`src/rtl/idma_job_sched.sv`:
```
// Round-robin job scheduler in front of a shared iDMA chain: accepts one job at a time,
// issues it to the front-end and routes each in-order retirement back to its owner.
module idma_job_sched #(
    parameter int unsigned NUM_REQ = 2,
    parameter int unsigned JOB_W   = 128,
    parameter int unsigned ID_W    = 32,
    parameter int unsigned DEPTH   = 4
) (
    input  logic                       clk_i,
    input  logic                       rst_ni,
    input  logic                       clear_i,
    input  logic [NUM_REQ-1:0]         req_valid_i,
    output logic [NUM_REQ-1:0]         req_ready_o,
    input  logic [NUM_REQ*JOB_W-1:0]   req_job_i,
    output logic [JOB_W-1:0]           fe_job_o,
    output logic                       fe_valid_o,
    input  logic                       fe_ready_i,
    input  logic [ID_W-1:0]            next_id_i,
    input  logic                       retire_i,
    output logic [NUM_REQ-1:0]         done_o,
    output logic [ID_W-1:0]            done_id_o,
    output logic [$clog2(DEPTH+1)-1:0] outstanding_o,
    output logic                       busy_o,
    output logic                       error_o
);

    localparam int unsigned RR_W  = $clog2(NUM_REQ);
    localparam int unsigned PTR_W = (DEPTH > 1) ? $clog2(DEPTH) : 1;
    localparam int unsigned CNT_W = $clog2(DEPTH + 1);

    typedef enum logic {
        IDLE  = 1'b0,
        ISSUE = 1'b1
    } state_e;

    state_e             state_q, state_d;
    logic [RR_W-1:0]    rr_ptr_q, rr_ptr_d;
    logic [JOB_W-1:0]   job_q, job_d;
    logic [RR_W-1:0]    owner_q, owner_d;

    logic [RR_W-1:0]    fifo_owner_q [DEPTH];
    logic [ID_W-1:0]    fifo_id_q    [DEPTH];
    logic [PTR_W-1:0]   wr_ptr_q, wr_ptr_d;
    logic [PTR_W-1:0]   rd_ptr_q, rd_ptr_d;
    logic [CNT_W-1:0]   count_q, count_d;
    logic [NUM_REQ-1:0] done_q, done_d;
    logic [ID_W-1:0]    done_id_q, done_id_d;
    logic               error_q, error_d;

    logic               grant_found;
    logic [RR_W-1:0]    grant_idx;
    logic [RR_W:0]      cand;
    logic               push;
    logic               pop;

    // Round-robin search: walk offsets from the top so the smallest offset from rr_ptr wins.
    always_comb begin
        grant_found = 1'b0;
        grant_idx   = '0;
        cand        = '0;
        for (int i = NUM_REQ - 1; i >= 0; i--) begin
            cand = {1'b0, rr_ptr_q} + (RR_W+1)'(i);
            if (cand >= (RR_W+1)'(NUM_REQ)) begin
                cand = cand - (RR_W+1)'(NUM_REQ);
            end
            if (req_valid_i[cand[RR_W-1:0]]) begin
                grant_found = 1'b1;
                grant_idx   = cand[RR_W-1:0];
            end
        end
    end

    always_ff @(posedge clk_i or negedge rst_ni) begin
        if (!rst_ni) begin
            state_q  <= IDLE;
            rr_ptr_q <= '0;
            job_q    <= '0;
            owner_q  <= '0;
        end else begin
            state_q  <= state_d;
            rr_ptr_q <= rr_ptr_d;
            job_q    <= job_d;
            owner_q  <= owner_d;
        end
    end

    always_comb begin
        state_d     = state_q;
        rr_ptr_d    = rr_ptr_q;
        job_d       = job_q;
        owner_d     = owner_q;
        req_ready_o = '0;
        fe_valid_o  = 1'b0;
        push        = 1'b0;
        if (clear_i || !rst_ni) begin
            state_d  = IDLE;
            rr_ptr_d = '0;
            job_d    = '0;
            owner_d  = '0;
        end else begin
            case (state_q)
                IDLE: begin
                    if (count_q < CNT_W'(DEPTH) && grant_found) begin
                        req_ready_o[grant_idx] = 1'b1;
                        job_d    = req_job_i[grant_idx*JOB_W +: JOB_W];
                        owner_d  = grant_idx;
                        rr_ptr_d = (grant_idx == RR_W'(NUM_REQ - 1)) ? '0 : grant_idx + 1'b1;
                        state_d  = ISSUE;
                    end
                end
                ISSUE: begin
                    fe_valid_o = 1'b1;
                    if (fe_ready_i) begin
                        push    = 1'b1;
                        state_d = IDLE;
                    end
                end
                default: state_d = IDLE;
            endcase
        end
    end

    // Outstanding queue storage needs no reset: only entries between rd and wr are ever read.
    always_ff @(posedge clk_i) begin
        if (push) begin
            fifo_owner_q[wr_ptr_q] <= owner_q;
            fifo_id_q[wr_ptr_q]    <= next_id_i;
        end
    end

    always_comb begin
        wr_ptr_d  = wr_ptr_q;
        rd_ptr_d  = rd_ptr_q;
        count_d   = count_q;
        done_d    = '0;
        done_id_d = '0;
        error_d   = error_q;
        pop       = 1'b0;
        if (clear_i) begin
            wr_ptr_d = '0;
            rd_ptr_d = '0;
            count_d  = '0;
            error_d  = 1'b0;
        end else begin
            pop = retire_i && (count_q != '0);
            if (push) begin
                wr_ptr_d = (wr_ptr_q == PTR_W'(DEPTH - 1)) ? '0 : wr_ptr_q + 1'b1;
            end
            if (pop) begin
                rd_ptr_d                       = (rd_ptr_q == PTR_W'(DEPTH - 1)) ? '0 : rd_ptr_q + 1'b1;
                done_d[fifo_owner_q[rd_ptr_q]] = 1'b1;
                done_id_d                      = fifo_id_q[rd_ptr_q];
            end
            if (retire_i && (count_q == '0)) begin
                error_d = 1'b1;
            end
            case ({push, pop})
                2'b10:   count_d = count_q + 1'b1;
                2'b01:   count_d = count_q - 1'b1;
                default: count_d = count_q;
            endcase
        end
    end

    always_ff @(posedge clk_i or negedge rst_ni) begin
        if (!rst_ni) begin
            wr_ptr_q  <= '0;
            rd_ptr_q  <= '0;
            count_q   <= '0;
            done_q    <= '0;
            done_id_q <= '0;
            error_q   <= 1'b0;
        end else begin
            wr_ptr_q  <= wr_ptr_d;
            rd_ptr_q  <= rd_ptr_d;
            count_q   <= count_d;
            done_q    <= done_d;
            done_id_q <= done_id_d;
            error_q   <= error_d;
        end
    end

    assign fe_job_o      = job_q;
    assign outstanding_o = count_q;
    assign busy_o        = (state_q == ISSUE) || (count_q != '0);
    assign done_o        = done_q;
    assign done_id_o     = done_id_q;
    assign error_o       = error_q;

endmodule

```
`config.mk`:
```
export PLATFORM = sky130hd
export DESIGN_NAME = idma_job_sched
export DESIGN_NICKNAME = d
export VERILOG_FILES = /design/src/rtl/idma_job_sched.sv
export SDC_FILE = /design/constraint.sdc
export NUM_CORES = 1
export LEC_CHECK = 0
export CAP_MARGIN = 20
export CORE_MARGIN = 8
export CORE_UTILIZATION = 45
export DETAILED_ROUTE_END_ITERATION = 16
export PLACE_DENSITY = 0.81
export SLEW_MARGIN = 5
export SYNTH_ARGS = -nofsm -noshare
export SYNTH_HDL_FRONTEND = slang
export SYNTH_SLANG_ARGS = --single-unit
```
`constraint.sdc`:
```
create_clock -name clk_i -period 2.5 [get_ports clk_i]
set_input_delay 0.375 -clock clk_i [delete_from_list [all_inputs] [get_ports clk_i]]
set_output_delay 0.375 -clock clk_i [all_outputs]
set_load 0.05 [all_outputs]
```
==> impl_results.html, run 1 <==
<table>
<tr><th>Metric</th><th>Value</th></tr>
<tr><th colspan="2">Run status</th></tr>
<tr><td>Outcome</td><td>complete, no violations</td></tr>
<tr><th colspan="2">Timing</th></tr>
<tr><td>Hold Violations, Final</td><td>0</td></tr>
<tr><td>Setup repair after global routing missed its margin</td><td>false</td></tr>
<tr><td>Total negative slack for setup checks</td><td>0 ns</td></tr>
<tr><td>Setup clock skew after layout</td><td>0.0171 ns</td></tr>
<tr><td>Worst Max-Slew Pin Slew</td><td>1.05 ns</td></tr>
<tr><td>Period utilization</td><td>96.4%</td></tr>
<tr><td>Number of max-slew violations in the final report</td><td>0</td></tr>
<tr><td># setup viols final</td><td>0</td></tr>
<tr><td>Minimum period implied by the final worst setup slack</td><td>2.41 ns</td></tr>
<tr><td>Relative slew slack</td><td>29.9%</td></tr>
<tr><td>Achievable Freq</td><td>415 MHz</td></tr>
<tr><th colspan="2">Floorplanning</th></tr>
<tr><td>Placeable core area</td><td>0.0275 mm2</td></tr>
<tr><td>Horizontal die dimension</td><td>182 um</td></tr>
<tr><td>Initial standard-cell utilization of the core</td><td>45.2%</td></tr>
<tr><td>Die outline area</td><td>0.0332 mm2</td></tr>
<tr><td>Row count</td><td>61</td></tr>
<tr><td>Total I/O pin count</td><td>465</td></tr>
<tr><td>Y dimension of the die</td><td>182 um</td></tr>
<tr><th colspan="2">CTS</th></tr>
<tr><td>Cts bufs inserted</td><td>34</td></tr>
<tr><td>Number of H-tree branching levels</td><td>2</td></tr>
<tr><td>Clock transition at the register clock pins on the worst setup and hold paths after CTS</td><td>0.06 ns</td></tr>
<tr><td>Master cell of the clock root buffer</td><td>clkbuf_16</td></tr>
<tr><td>Clk_lat worst skew</td><td>0.51 ns</td></tr>
<tr><td>Clock sinks</td><td>305</td></tr>
<tr><td>Clock buffer depth</td><td>3</td></tr>
<tr><td>TritonCTS clock tree</td><td>built</td></tr>
<tr><th colspan="2">Place</th></tr>
<tr><td>Number of port buffers</td><td>464</td></tr>
<tr><td>Final RePlAce weighted congestion</td><td>0.963</td></tr>
<tr><td>Placement-stage cell area</td><td>0.0176 mm2</td></tr>
<tr><td>Cell count after placement</td><td>1532</td></tr>
<tr><td>Detailed Place HPWL</td><td>33000 um</td></tr>
<tr><th colspan="2">GRT</th></tr>
<tr><td>Total GRT Usage</td><td>25.8%</td></tr>
<tr><td>Global-route wire length before repair</td><td>62800 um</td></tr>
<tr><td>Via count of the first global-routing pass</td><td>9242</td></tr>
<tr><td>Sum of overflow across all layers after global routing</td><td>0</td></tr>
<tr><td>Largest net degree at the start of global routing</td><td>170</td></tr>
<tr><td>Number of antenna violations at the first check in global routing</td><td>11</td></tr>
<tr><th colspan="2">Critical path</th></tr>
<tr><td>Startpoint kind of the worst setup timing path</td><td>flop</td></tr>
<tr><td>Path type of the worst setup path</td><td>reg2out</td></tr>
<tr><td>Crit path arrival time</td><td>2.04 ns</td></tr>
<tr><td>Critical path, cell by cell</td><td>or4_1 -&gt; clkdlybuf4s15_2</td></tr>
<tr><td>Crit. End Element</td><td>primary output</td></tr>
<tr><td>Cell with the largest stage delay on the worst path</td><td>or4_1</td></tr>
<tr><td>Startpoint of the worst setup timing path</td><td>outstanding_o[2]$_DFFE_PN0P_</td></tr>
<tr><td>Required @ worst endpoint</td><td>2.12 ns</td></tr>
<tr><td>Critical Path Fanout Max</td><td>7</td></tr>
<tr><td>Launch point of the worst reg-to-reg path</td><td>outstanding_o[2]$_DFFE_PN0P_</td></tr>
<tr><td>Maximum cell stage delay along the critical path</td><td>0.67 ns</td></tr>
<tr><th colspan="2">Pwr</th></tr>
<tr><td>Power density over the cells</td><td>649 mW/mm2</td></tr>
<tr><td>Reported net switching power</td><td>3000 uW</td></tr>
<tr><td>Fraction of power spent switching nets</td><td>24.6%</td></tr>
<tr><td>Combinational fraction of design power</td><td>14.2%</td></tr>
<tr><td>Proportion of power drawn by flip-flops and latches</td><td>44.4%</td></tr>
<tr><td>Share of total power in the clock network</td><td>41.3%</td></tr>
<tr><td>Internal power of the cells</td><td>9200 uW</td></tr>
<tr><td>Static Leak</td><td>0.00766 uW</td></tr>
<tr><td>Maximum ir drop on the vdd rail</td><td>0.000653 V</td></tr>
<tr><th colspan="2">Finish</th></tr>
<tr><td>Layout Area Growth over Synthesis</td><td>51.4%</td></tr>
<tr><td>Final design area excluding fillers</td><td>0.0188 mm2</td></tr>
<tr><td>Commonest cells after routing, fill and taps aside</td><td>clkdlybuf4s50_1, dfrtp_1, mux2i_1, edfxtp_1, o2bb2ai_1</td></tr>
<tr><td>Final Util</td><td>68.4%</td></tr>
<tr><td>Share of post-route cells with drive strength above 1</td><td>10.9%</td></tr>
<tr><td>NumNets Final</td><td>1524</td></tr>
<tr><td>Number of cells in the finished layout apart from fillers</td><td>1604</td></tr>
<tr><td>Commonest non-fill, non-tap cell in the layout</td><td>clkdlybuf4s50_1</td></tr>
<tr><th colspan="2">Synthesis</th></tr>
<tr><td>Portion of the post-synthesis area used by sequential elements</td><td>66.8%</td></tr>
<tr><td>Flop and latch count out of synthesis</td><td>305</td></tr>
<tr><td>Syn Std Cell Area</td><td>0.0124 mm2</td></tr>
<tr><td>Synth Area per Inst</td><td>16.6 um2</td></tr>
<tr><td>Synth Warn #</td><td>0</td></tr>
<tr><td>Net count after synthesis</td><td>1049</td></tr>
<tr><td>Post-synth cell types</td><td>37</td></tr>
<tr><td>Post-synthesis instance total</td><td>748</td></tr>
<tr><th colspan="2">Route</th></tr>
<tr><td>DR vias</td><td>8792</td></tr>
<tr><td>Via density per instance</td><td>5.48</td></tr>
<tr><td>Post-DRT Antenna Nets</td><td>0</td></tr>
<tr><td>Number of remaining DRC errors</td><td>0</td></tr>
<tr><td>Wire length per cell</td><td>27.5 um</td></tr>
<tr><td>Initial DRT Pass Iterations</td><td>4</td></tr>
<tr><td>Sum of routed wire length over all layers</td><td>44100 um</td></tr>
<tr><td>1st-iter DRT viols</td><td>471</td></tr>
<tr><th colspan="2">Worst hold path</th></tr>
<tr><td>Worst hold path type</td><td>in2async</td></tr>
<tr><th colspan="2">Flow run</th></tr>
<tr><td>Max-capacitance violation count</td><td>0</td></tr>
</table>
## worst paths after layout
path,cells after the start,endpoint,slack (ns)
setup reg to reg,6,outstanding_o[2]$_DFFE_PN0P_,0.26
hold reg to reg,1,fe_job_o[102]$_DFFE_PN0P_,0.48
hold / removal,2,state_q$_DFF_PN0_,0.27
min in group clk_i,1,fe_job_o[102]$_DFFE_PN0P_,0.48
setup / recovery,2,busy_o,0.09
max in group asynchronous,3,fe_job_o[20]$_DFFE_PN0P_,1.00
## area by class of cell
type | instances | area, um2
Fill cell | 1898 | 8680
Sequential cell | 305 | 8300
Timing Repair Buffer | 495 | 5070
Multi-Input combinational cell | 382 | 3810
Clock buffer | 44 | 920
Tap cell | 346 | 433
Clock inverter | 18 | 224
Antenna cell | 9 | 22.5
Inverter | 5 | 18.8
## metal layers
| metal | global-route usage, % | up-vias | routed length (um) |
|---|---|---|---|
| li1 | - | 3887 | - |
| met1 | 30.4 | 4464 | 16500 |
| met2 | 42.4 | 350 | 21900 |
| met3 | 8.95 | 87 | 4040 |
| met4 | 11.4 | 4 | 1710 |
| met5 | 0 | - | 27 |
## through the flow
stage               hold slack (ns)  total power [uW]  worst slack (ns)
floorplan                    0.0794              6280            0.0441
global placement              0.207              7220             0.205
detailed placement            0.208              7250             0.186
CTS                           0.247             12300            0.0660
global route                  0.245             12600            0.0376
finish                        0.267             12200            0.0890
## power by group through the flow
stage | clock network (uW) | registers (uW) | logic [uW]
6_report | 5040 | 5420 | 1740
5_1_grt | 5330 | 5430 | 1820
4_1_cts | 5150 | 5420 | 1740
3_5_place_dp | 0 | 5510 | 1740
3_3_place_gp | 0 | 5510 | 1710
2_1_floorplan | 0 | 5880 | 396
## synthesized netlist by cell type (all sizes together)
library cell  count  share of area [%]
a221oi            1              0.071
or3b              1              0.091
or4               1              0.060
a32oi             1              0.071
clkbuf            6               0.24
o2bb2ai         128                9.0
or3               2               0.10
nand3             1              0.040
ha                5               0.50
and3              1              0.050
nor2b            34                1.7
edfxtp          132                 32
buf              50                2.4
and2              6               0.30
dfrtp           173                 35
mux2i           132                 11
nand2             3              0.091
and4b             1              0.081
nor2             12               0.36
inv               5               0.15
nand4b            1              0.071
o31ai             3               0.22
xnor2             2               0.14
a21oi             4               0.16
nor3              4               0.29
nand2b            2               0.10
o21ai             3               0.12
mux4             33                6.0
fa                1               0.16
## logic make-up (layout without fill, tap and decap cells)
group                      after synthesis  count (layout)  synth area share (%)
AOI/OAI and AO/OA                      140             140                  9.67
and+or+nand+nor                         69              69                  3.35
muxes                                  165             165                  16.6
buffers and inverters                   61             562                  2.78
xor gates and xnor gates                 2               2                 0.141
adders and majority gates                6               6                 0.665
DFF                                    305             305                  66.8
other                                    0               9                     0
## sequential cells by signal (all words and copies together) (netlist names)
name	flops
fifo_id_q	128
rr_ptr_q	1
done_o	2
outstanding_o	3
done_id_o	32
state_q	1
error_o	1
wr_ptr_q	2
fifo_owner_q	4
owner_q	1
rd_ptr_q	2
fe_job_o	128
## critical path: cells and delay by family (launching register included)
kind	cells	cell delay (ns)
DFF	1	0.49
and+or+nand+nor	1	0.67
buffers and inverters	1	0.38
## repair_timing
| action | CTS | global route |
|---|---|---|
| endpoints found under the setup margin | 1 | 0 |
| resized for setup | 3 | 0 |
| setup buffers | 0 | 0 |
| hold buffers | 1 | 0 |
| endpoints found under the hold margin | 4 | 0 |
Power figures use the tool's default switching activity.
==> run 2, diff against run 1 <==
--- a/config.mk
+++ b/config.mk
@@ -9,7 +9,7 @@
 export CORE_MARGIN = 8
 export CORE_UTILIZATION = 45
 export DETAILED_ROUTE_END_ITERATION = 16
-export PLACE_DENSITY = 0.81
+export DONT_BUFFER_PORTS = 1
 export SLEW_MARGIN = 5
 export SYNTH_ARGS = -nofsm -noshare
 export SYNTH_HDL_FRONTEND = slang
==> run 2 against run 1 <==
Against the previous run:
- the run now ends with negative hold slack left
- global-route usage shrank 4.8 points
- clock skew grew 0.0015 ns
- hold slack worse by 0.70 ns
- routed wire length decreased by 18%
- largest power group unchanged
- highest routed layer unchanged
==> impl_results.html, run 2 (same netlist as run 1, synthesis figures left out) <==
<table>
<tr><th>Metric</th><th>Value</th></tr>
<tr><th colspan="2">Pwr</th></tr>
<tr><td>Power density over the cells</td><td>783 mW/mm2 (+21%)</td></tr>
<tr><td>Reported net switching power</td><td>2780 uW (-7.4%)</td></tr>
<tr><td>Combinational fraction of design power</td><td>4.9% (-9.3 points)</td></tr>
<tr><td>Fraction of power spent switching nets</td><td>24.9% (+0.27 points)</td></tr>
<tr><td>Internal power of the cells</td><td>8390 uW (-8.7%)</td></tr>
<tr><td>Maximum ir drop on the vdd rail</td><td>0.000537 V (-18%)</td></tr>
<tr><td>Proportion of power drawn by flip-flops and latches</td><td>52.2% (+7.8 points)</td></tr>
<tr><td>Static Leak</td><td>0.00594 uW (-22%)</td></tr>
<tr><td>Share of total power in the clock network</td><td>42.8% (+1.5 points)</td></tr>
<tr><th colspan="2">Timing</th></tr>
<tr><td>Minimum period implied by the final worst setup slack</td><td>2.34 ns (-0.0725 ns)</td></tr>
<tr><td>Number of max-slew violations in the final report</td><td>0 (unchanged)</td></tr>
<tr><td>Worst Max-Slew Pin Slew</td><td>0.616 ns (-0.435 ns)</td></tr>
<tr><td>Setup repair after global routing missed its margin</td><td>false</td></tr>
<tr><td>Setup clock skew after layout</td><td>0.0186 ns (+0.00153 ns)</td></tr>
<tr><td>Relative slew slack</td><td>58.9% (+29 points)</td></tr>
<tr><td>Worst hold margin</td><td>-0.431 ns (-0.698 ns)</td></tr>
<tr><td>Hold Violations, Final</td><td>173 (+173)</td></tr>
<tr><td>Period utilization</td><td>93.5% (-2.9 points)</td></tr>
<tr><td># setup viols final</td><td>0 (unchanged)</td></tr>
<tr><td>Achievable Freq</td><td>428 MHz (+3.1%)</td></tr>
<tr><td>Total negative slack for setup checks</td><td>0 ns (unchanged)</td></tr>
<tr><th colspan="2">GRT</th></tr>
<tr><td>Via count of the first global-routing pass</td><td>7410 (-20%)</td></tr>
<tr><td>Total GRT Usage</td><td>21.0% (-4.8 points)</td></tr>
<tr><td>Largest net degree at the start of global routing</td><td>178 (+4.7%)</td></tr>
<tr><td>Sum of overflow across all layers after global routing</td><td>0 (unchanged)</td></tr>
<tr><td>Number of antenna violations at the first check in global routing</td><td>6 (-5)</td></tr>
<tr><td>Global-route wire length before repair</td><td>51900 um (-17%)</td></tr>
<tr><th colspan="2">Critical path</th></tr>
<tr><td>Critical Path Fanout Max</td><td>17 (+10)</td></tr>
<tr><td>Crit path arrival time</td><td>1.96 ns (-0.08 ns)</td></tr>
<tr><td>R2R cell count</td><td>6 (unchanged)</td></tr>
<tr><td>Internal reg-to-reg setup slack</td><td>0.48 ns (+0.22 ns)</td></tr>
<tr><td>Crit. End Element</td><td>primary output</td></tr>
<tr><td>Required @ worst endpoint</td><td>2.12 ns (about the same)</td></tr>
<tr><td>Path type of the worst setup path</td><td>reg2out</td></tr>
<tr><td>Startpoint kind of the worst setup timing path</td><td>flop</td></tr>
<tr><th colspan="2">Route</th></tr>
<tr><td>Sum of routed wire length over all layers</td><td>36100 um (-18%)</td></tr>
<tr><td>Initial DRT Pass Iterations</td><td>5 (+1)</td></tr>
<tr><td>Post-DRT Antenna Nets</td><td>0 (unchanged)</td></tr>
<tr><td>Number of remaining DRC errors</td><td>0 (unchanged)</td></tr>
<tr><td>DR vias</td><td>6947 (-21%)</td></tr>
<tr><td>Wire length per cell</td><td>31.2 um (+13%)</td></tr>
<tr><td>Via density per instance</td><td>6.01 (+9.6%)</td></tr>
<tr><td>1st-iter DRT viols</td><td>434 (-7.9%)</td></tr>
<tr><th colspan="2">Place</th></tr>
<tr><td>Number of port buffers</td><td>0 (-100%)</td></tr>
<tr><td>Final RePlAce weighted congestion</td><td>0.939 (-2.5%)</td></tr>
<tr><td>Detailed Place HPWL</td><td>26300 um (-20%)</td></tr>
<tr><td>Placement-stage cell area</td><td>0.0128 mm2 (-27%)</td></tr>
<tr><th colspan="2">Finish</th></tr>
<tr><td>Final design area excluding fillers</td><td>0.0143 mm2 (-24%)</td></tr>
<tr><td>Layout Area Growth over Synthesis</td><td>14.8%</td></tr>
<tr><td>Commonest non-fill, non-tap cell in the layout</td><td>dfrtp_1</td></tr>
<tr><td>Share of post-route cells with drive strength above 1</td><td>14.1% (+3.2 points)</td></tr>
<tr><td>NumNets Final</td><td>1083 (-29%)</td></tr>
<tr><td>Commonest cells after routing, fill and taps aside</td><td>dfrtp_1, mux2i_1, edfxtp_1</td></tr>
<tr><th colspan="2">Floorplanning</th></tr>
<tr><td>Initial standard-cell utilization of the core</td><td>45.2% (unchanged)</td></tr>
<tr><td>Placeable core area</td><td>0.0275 mm2 (unchanged)</td></tr>
<tr><td>Horizontal die dimension</td><td>182 um (unchanged)</td></tr>
<tr><td>Die outline area</td><td>0.0332 mm2 (unchanged)</td></tr>
<tr><td>Row count</td><td>61 (unchanged)</td></tr>
<tr><td>Total I/O pin count</td><td>465 (unchanged)</td></tr>
<tr><td>Y dimension of the die</td><td>182 um (unchanged)</td></tr>
<tr><th colspan="2">Run status</th></tr>
<tr><td>Violations in the final reports</td><td>negative hold slack</td></tr>
<tr><td>Outcome</td><td>complete, but fails checks</td></tr>
<tr><th colspan="2">CTS</th></tr>
<tr><td>TritonCTS clock tree</td><td>built</td></tr>
<tr><td>Clk_lat worst skew</td><td>0.51 ns (about the same)</td></tr>
<tr><td>Clock transition at the register clock pins on the worst setup and hold paths after CTS</td><td>0.06 ns (about the same)</td></tr>
<tr><td>Number of gates given a new drive strength after cts</td><td>0 (-3)</td></tr>
<tr><td>Cts bufs inserted</td><td>34 (unchanged)</td></tr>
<tr><td># hold bufs at CTS</td><td>33 (+32)</td></tr>
<tr><td>Clock buffer depth</td><td>3 (unchanged)</td></tr>
<tr><td>Master cell of the clock root buffer</td><td>clkbuf_16</td></tr>
<tr><td>Clock sinks</td><td>305 (unchanged)</td></tr>
<tr><td>Number of H-tree branching levels</td><td>2 (unchanged)</td></tr>
<tr><th colspan="2">Worst hold path</th></tr>
<tr><td>Worst hold path type</td><td>in2async</td></tr>
<tr><th colspan="2">Flow run</th></tr>
<tr><td>Max-capacitance violation count</td><td>0 (unchanged)</td></tr>
</table>
## run 2: cell types whose count changed in the layout (fill, tap and decap cells not counted), sizes merged
cell | before | now
inv | 5 | 8
clkinv | 12 | 6
clkdlybuf4s50 | 457 | 0
clkdlybuf4s15 | 1 | 0
bufinv | 4 | 2
diode | 9 | 3
buf | 35 | 21
clkbuf | 45 | 48
dlygate4sd3 | 1 | 33
## run 2: worst paths after layout
| path | endpoint | startpoint |
|---|---|---|
| setup / recovery | req_ready_o[1] | state_q$_DFF_PN0_ |
| hold / removal | fe_job_o[69]$_DFFE_PN0P_ | rst_ni |
| setup reg to reg | outstanding_o[2]$_DFFE_PN0P_ | outstanding_o[2]$_DFFE_PN0P_ |
| hold reg to reg | fifo_owner_q[3]$_DFFE_PP_ | owner_q$_DFFE_PN0P_ |
| max in group asynchronous | fe_job_o[17]$_DFFE_PN0P_ | rst_ni |
| min in group clk_i | error_o$_DFFE_PN0P_ | retire_i |
## run 2: routing by layer
| layer | share of wire [%] | up-vias | GRT usage, % |
|---|---|---|---|
| li1 | - | 2985 | - |
| met5 | 0.094 | - | 0 |
| met2 | 48 | 315 | 33.7 |
| met4 | 3.2 | 6 | 7.41 |
| met1 | 38 | 3572 | 24.5 |
| met3 | 11 | 69 | 9.68 |
## run 2: through the flow
| step | utilization, % | instances | hold slack (ns) | total power (uW) | setup slack [ns] |
|---|---|---|---|---|---|
| 2_1_floorplan | - | 748 | 0.0794 | 6280 | 0.0441 |
| 3_3_place_gp | 46.7 | 1059 | 0.0876 | 6400 | 0.589 |
| 3_5_place_dp | 46.7 | 1059 | 0.0865 | 6420 | 0.510 |
| 4_1_cts | 51.9 | 1153 | -0.464 | 11300 | 0.0781 |
| 5_1_grt | 51.9 | 1156 | -0.457 | 11500 | 0.0376 |
| 6_report | 51.9 | 1156 | -0.431 | 11200 | 0.162 |
## run 2: area by class of cell
cell class,count,area (um2)
Clock inverter,13,169
Tap cell,346,433
Fill cell,2200,13200
Antenna cell,3,7.51
Inverter,5,18.8
Sequential cell,305,8300
Clock buffer,48,913
Timing Repair Buffer,54,613
Multi-Input combinational cell,382,3810
## run 2: timing repair
item,in CTS,in global routing
endpoints found under the hold margin,309,173
setup endpoints to repair,0,1
buffers inserted,0,0
## run 2: power groups by stage
stage / clock, uW / sequential [uW] / combinational (uW)
after floorplan: 0 / 5880 / 396
after global placement: 0 / 5930 / 468
after detailed placement: 0 / 5930 / 489
after CTS: 4890 / 5830 / 553
after global routing: 5110 / 5840 / 595
final: 4790 / 5830 / 552
## run 2: critical path, cell delays in order (launching register included)
cell     delay, ns
dfrtp_1       0.45
nor3_4        0.41
nand2_4       0.22
nor2_1        0.15
buf_4         0.21
